**config.mk**
```make
export PLATFORM = sky130hd
export DESIGN_NAME = display_scan_controller
export DESIGN_NICKNAME = d
export VERILOG_FILES = /design/src/rtl/display_pkg.sv /design/src/rtl/prescale_counter.sv /design/src/rtl/display_scan_controller.sv
export SDC_FILE = /design/constraint.sdc
export NUM_CORES = 1
export LEC_CHECK = 0
export BUFFER_PORTS_ARGS = -buffer_cell sky130_fd_sc_hd__buf_2
export CAP_MARGIN = 20
export CORE_ASPECT_RATIO = 0.75
export CORE_MARGIN = 2
export CORE_UTILIZATION = 41
export CTS_BUF_LIST = sky130_fd_sc_hd__clkbuf_2 sky130_fd_sc_hd__clkbuf_4 sky130_fd_sc_hd__clkbuf_8
export DETAILED_ROUTE_END_ITERATION = 10
export SYNTH_ARGS = -nofsm -noshare
export SYNTH_HDL_FRONTEND = slang
export SYNTH_HIERARCHICAL = 1
export SYNTH_SLANG_ARGS = --single-unit
export TNS_END_PERCENT = 30
```
**constraint.sdc**
```tcl
create_clock -name clk -period 8.7 [get_ports clk]
set_input_delay 2.175 -clock clk [delete_from_list [all_inputs] [get_ports clk]]
set_output_delay 2.175 -clock clk [all_outputs]
set_load 0.01 [all_outputs]
```
**src/rtl/display_pkg.sv**
```systemverilog
// Shared types and constants for the 8-digit seven-segment scan path.
package display_pkg;

  localparam int NUM_DIGITS = 8;
  localparam int SEL_W      = 3;
  localparam logic [NUM_DIGITS-1:0] ANODES_OFF = 8'hFF;

  typedef enum logic [1:0] {
    IDLE,
    SHOW,
    GUARD
  } scan_state_e;

endpackage

```
**src/rtl/prescale_counter.sv**
```systemverilog
// Clearable up-counter with terminal-count flag.
// Times both the lit-digit slot and the blanking interval.
module prescale_counter #(
  parameter int W = 17
) (
  input  logic         clk,
  input  logic         reset,
  input  logic         clr,
  input  logic [W-1:0] term,
  output logic         tc
);

  logic [W-1:0] cnt_q, cnt_d;

  assign cnt_d = clr ? '0 : cnt_q + W'(1);
  assign tc    = (cnt_q == term);

  always_ff @(posedge clk) begin
    if (!reset) begin
      cnt_q <= '0;
    end else begin
      cnt_q <= cnt_d;
    end
  end

endmodule

```
**src/rtl/display_scan_controller.sv**
```systemverilog
// Digit scan controller for the 8-digit seven-segment display.
// Define GHOST_GUARD_EN to blank all anodes between digits.
module display_scan_controller
  import display_pkg::*;
#(
  parameter int TICK_DIV     = 100000,
  parameter int GUARD_CYCLES = 64,
  parameter int CNT_W        = 17
) (
  input  logic       clk,
  input  logic       reset,
  input  logic       enable,
  input  logic [7:0] digit_mask,
  output logic [2:0] sel,
  output logic [7:0] anode,
  output logic       scan_tick,
  output logic       frame_done
);

  localparam logic [NUM_DIGITS-1:0] ONE =
    {{(NUM_DIGITS-1){1'b0}}, 1'b1};

  scan_state_e state_q, state_d;
  logic [SEL_W-1:0]      sel_q, sel_d;
  logic [NUM_DIGITS-1:0] anode_q, anode_d;
  logic tick_q, tick_d;
  logic frame_q, frame_d;
  logic adv;
  logic tc, clr;
  logic [CNT_W-1:0] term;

  assign term = (state_q == GUARD) ? CNT_W'(GUARD_CYCLES - 1)
                                   : CNT_W'(TICK_DIV - 1);
  // Counter restarts on every interval boundary and while parked.
  assign clr  = !enable || (state_q == IDLE) || tc;

  prescale_counter #(
    .W(CNT_W)
  ) u_cnt (
    .clk  (clk),
    .reset(reset),
    .clr  (clr),
    .term (term),
    .tc   (tc)
  );

  always_comb begin
    state_d = state_q;
    sel_d   = sel_q;
    anode_d = ANODES_OFF;
    tick_d  = 1'b0;
    frame_d = 1'b0;
    adv     = 1'b0;
    unique case (state_q)
      IDLE: begin
        state_d = SHOW;
        sel_d   = '0;
      end
      SHOW: begin
        if (tc) begin
`ifdef GHOST_GUARD_EN
          state_d = GUARD;
`else
          adv = 1'b1;
`endif
        end
      end
`ifdef GHOST_GUARD_EN
      GUARD: begin
        if (tc) begin
          adv     = 1'b1;
          state_d = SHOW;
        end
      end
`endif
      default: state_d = IDLE;
    endcase
    if (adv) begin
      sel_d   = sel_q + SEL_W'(1);
      tick_d  = 1'b1;
      frame_d = (sel_q == '1);
    end
    if (state_d == SHOW) begin
      anode_d = ~(digit_mask & (ONE << sel_d));
    end
    if (!enable) begin
      state_d = IDLE;
      sel_d   = '0;
      anode_d = ANODES_OFF;
      tick_d  = 1'b0;
      frame_d = 1'b0;
    end
  end

  always_ff @(posedge clk) begin
    if (!reset) begin
      state_q <= IDLE;
      sel_q   <= '0;
      anode_q <= ANODES_OFF;
      tick_q  <= 1'b0;
      frame_q <= 1'b0;
    end else begin
      state_q <= state_d;
      sel_q   <= sel_d;
      anode_q <= anode_d;
      tick_q  <= tick_d;
      frame_q <= frame_d;
    end
  end

  assign sel        = sel_q;
  assign anode      = anode_q;
  assign scan_tick  = tick_q;
  assign frame_done = frame_q;

endmodule

```
==> results.json <==
{
  "critPathMaxFanout": 15,
  "crit_type": "flop to output pin",
  "r2r_start": "state_q[1]$_SDFF_PN0_",
  "ys_warn_count": 6,
  "htree_levels": 2,
  "synthDominantCellAreaShare_pct": 38.4,
  "cap_violations": 0,
  "syn_area_sq_um": 1670,
  "endpoint_kind": "output pin",
  "grt_pass1_wl_mm": 5.22,
  "drc": 0,
  "finalWeightedCongestion": 0.734,
  "syn_inst": 183,
  "startpoint": "sel[0]$_SDFF_PN0_",
  "hold_viol": 0,
  "period_share_pct": 37.4,
  "crit_buf_inv": 1,
  "cts_sinks": 32,
  "worst_setup_path_start_kind": "flop",
  "fin_ws_ns": 5.45,
  "num_io_pins": 24,
  "floorplan.initialDensity_pct": 41.9,
  "place_inst": 262,
  "syn_avg_cell_area_sq_um": 9.12,
  "yosysSeqAreaShare_pct": 38.4,
  "hp-class": "flop to flop",
  "die_h_um": 59.3,
  "cts_buffer_depth": 2,
  "port_buffers": 23,
  "yosysTopAreaCell": "dfxtp_1",
  "yosys-top-cells-area": "dfxtp_1 38%, xor2_1 7.9%, xnor2_1 5.8%",
  "power_uw": 306,
  "clock.fmax_ghz": 0.308,
  "dpl_cell_area_sq_um": 1840,
  "vias": 1260,
  "fin_area_sq_um": 1950,
  "critPathSlowestCell": "dfxtp_1",
  "synth_edf_count": 0,
  "slew_headroom_pct": 57.6,
  "post_cts_resize_count": 0,
  "ant_nets": 0,
  "worst_pin_slew_ns": 0.636,
  "antenna_found_initial": 0,
  "critPathRequiredTime_ns": 6.53,
  "rows": 20,
  "yosysUniqueCellTypes": 46,
  "holdWs_ns": 0.511,
  "rrSetupSlack_ns": 5.48,
  "postCtsSetupBuffers": 0,
  "grt_max_degree": 20,
  "wl_mm": 3.12,
  "nets": 228,
  "die-area_sq_um": 4600,
  "path_depth": 1,
  "crit_end": "sel[0]",
  "cts_buffers": 5,
  "arrival_ns": 1.08,
  "dp_slack_ns": 5.30,
  "rsz0062_at_grt": "no",
  "die_w_um": 77.7,
  "period_needed_ns": 3.25,
  "routed_via_density": 4.67,
  "outcome": "finished, final reports clean",
  "core_sq_um": 3980,
  "final_cells": 270,
  "setup_viol": 0,
  "setup_tns_ns": 0,
  "ys_ff_latch": 32,
  "rr_endpoint": "u_cnt/cnt_q[16]$_SDFF_PP0_",
  "overflow": 0,
  "hpwlAfterDp_mm": 2.30,
  "final_util_pct": 49.0,
  "drt_iter0_drc": 63,
  "area_delta_synth_final_pct": 16.7,
  "powerDensity_nw_per_um2": 157,
  "ctsHoldBuffers": 0,
  "grt_usage_pct": 15.2,
  "crit_family": "flip-flops",
  "drtPass1Iterations": 5,
  "worstRegToRegCells": 11,
  "clk_latency_ns": 0.28,
  "cpPeakStageDelay_ns": 0.58,
  "clkTransAtPathRegs_ns": 0.07,
  "final_layout_size_suffix_gt1_share_pct": 20.9,
  "synthArstFlopShare_pct": 0,
  "fin_skew_ns": 0.00576,
  "slew_viol_final": 0,
  "antenna_cells": 0,
  "routedWlPerCell_um": 11.6,
  "grt_pass1_vias": 1059,
  "crit_chain": "buf_2",
  "cts_root_buf": "clkbuf_8",
  "p_leak_nw": 0.777,
  "synth-main-ff-cell": "dfxtp_1",
  "cts_tree": "built",
  "irDropWorstVdd_mv": 0.0852
}
routing by layer:
metal / vias to the layer above / global-route usage [%] / share of wire, %
met5: - / 0 / 0
met4: 0 / 7.65 / 1.3
met3: 5 / 4.57 / 3.5
met2: 13 / 15.9 / 36
met1: 550 / 25.2 / 59
li1: 692 / - / -
where the power goes:
part	leakage [nW]	internal [mW]	switching, mW
Clock	0.0541	0.0847	0.0587
Combinational	0.464	0.00541	0.00729
Sequential	0.259	0.147	0.00234
worst min path at each step:
stage	startpoint	end	slack, ns	cells past startpoint
after floorplan	u_cnt/cnt_q[0]$_SDFF_PP0_	u_cnt/cnt_q[0]$_SDFF_PP0_	0.46	1
after global placement	u_cnt/cnt_q[0]$_SDFF_PP0_	u_cnt/cnt_q[0]$_SDFF_PP0_	0.49	1
after detailed placement	u_cnt/cnt_q[0]$_SDFF_PP0_	u_cnt/cnt_q[0]$_SDFF_PP0_	0.49	1
after CTS	u_cnt/cnt_q[0]$_SDFF_PP0_	u_cnt/cnt_q[0]$_SDFF_PP0_	0.51	1
after global routing	u_cnt/cnt_q[0]$_SDFF_PP0_	u_cnt/cnt_q[0]$_SDFF_PP0_	0.55	1
final	u_cnt/cnt_q[0]$_SDFF_PP0_	u_cnt/cnt_q[0]$_SDFF_PP0_	0.51	1
cells in the final DEF (no fill, tap or decap), types with 2 or more instances in the layout:
master    count
nor2_1       17
nand2b_1      3
nand3b_1      4
dfxtp_1      32
and2_1        2
nand3_1      14
buf_2        23
a41o_1        2
inv_1         4
xnor2_1      11
nand2_1      13
o21ai_0       3
a31oi_1       3
ha_1          3
conb_1       12
nor3_1        5
xor2_1       15
a31o_2        2
o211ai_1      3
nor4_1        5
nor4_4        2
a21oi_1       7
clkbuf_8      5
area by class of cell:
cell class                 instances  area [sq um]
inverter                           5          18.8
clock inverter                     3          42.5
timing repair buffer              24           123
clock buffer                       5          68.8
sequential                        32           641
multi-input combinational        146           986
fill                             377          2030
tap                               55          68.8
cell families after synthesis:
kind of cell	after synthesis	share of synthesized area (%)
simple gates	79	29.2
flops	32	38.4
xor+xnor	26	13.6
compound gates	25	10.6
buf+inv	15	4.80
fa+ha+maj	3	2.25
other cells	2	0.450
mux	1	0.675
cell usage after synthesis (3+ instances only):
library cell and count:
dfxtp_1 32, nor2_1 17, xor2_1 15, nand3_1 14, nand2_1 13, xnor2_1 11, a21oi_1 7, nor3_1 5
nor4_1 5, buf_2 4, inv_1 4, nand3b_1 4, a31oi_1 3, clkbuf_1 3, ha_1 3, nand2b_1 3
o211ai_1 3, o21ai_0 3
state kept, by name, indices dropped and copies added, names as in the netlist:
register     flops
frame_done       1
sel              3
scan_tick        1
anode            8
state_q          2
u_cnt/cnt_q     17
Note: power is estimated with default switching activity, not from simulation.
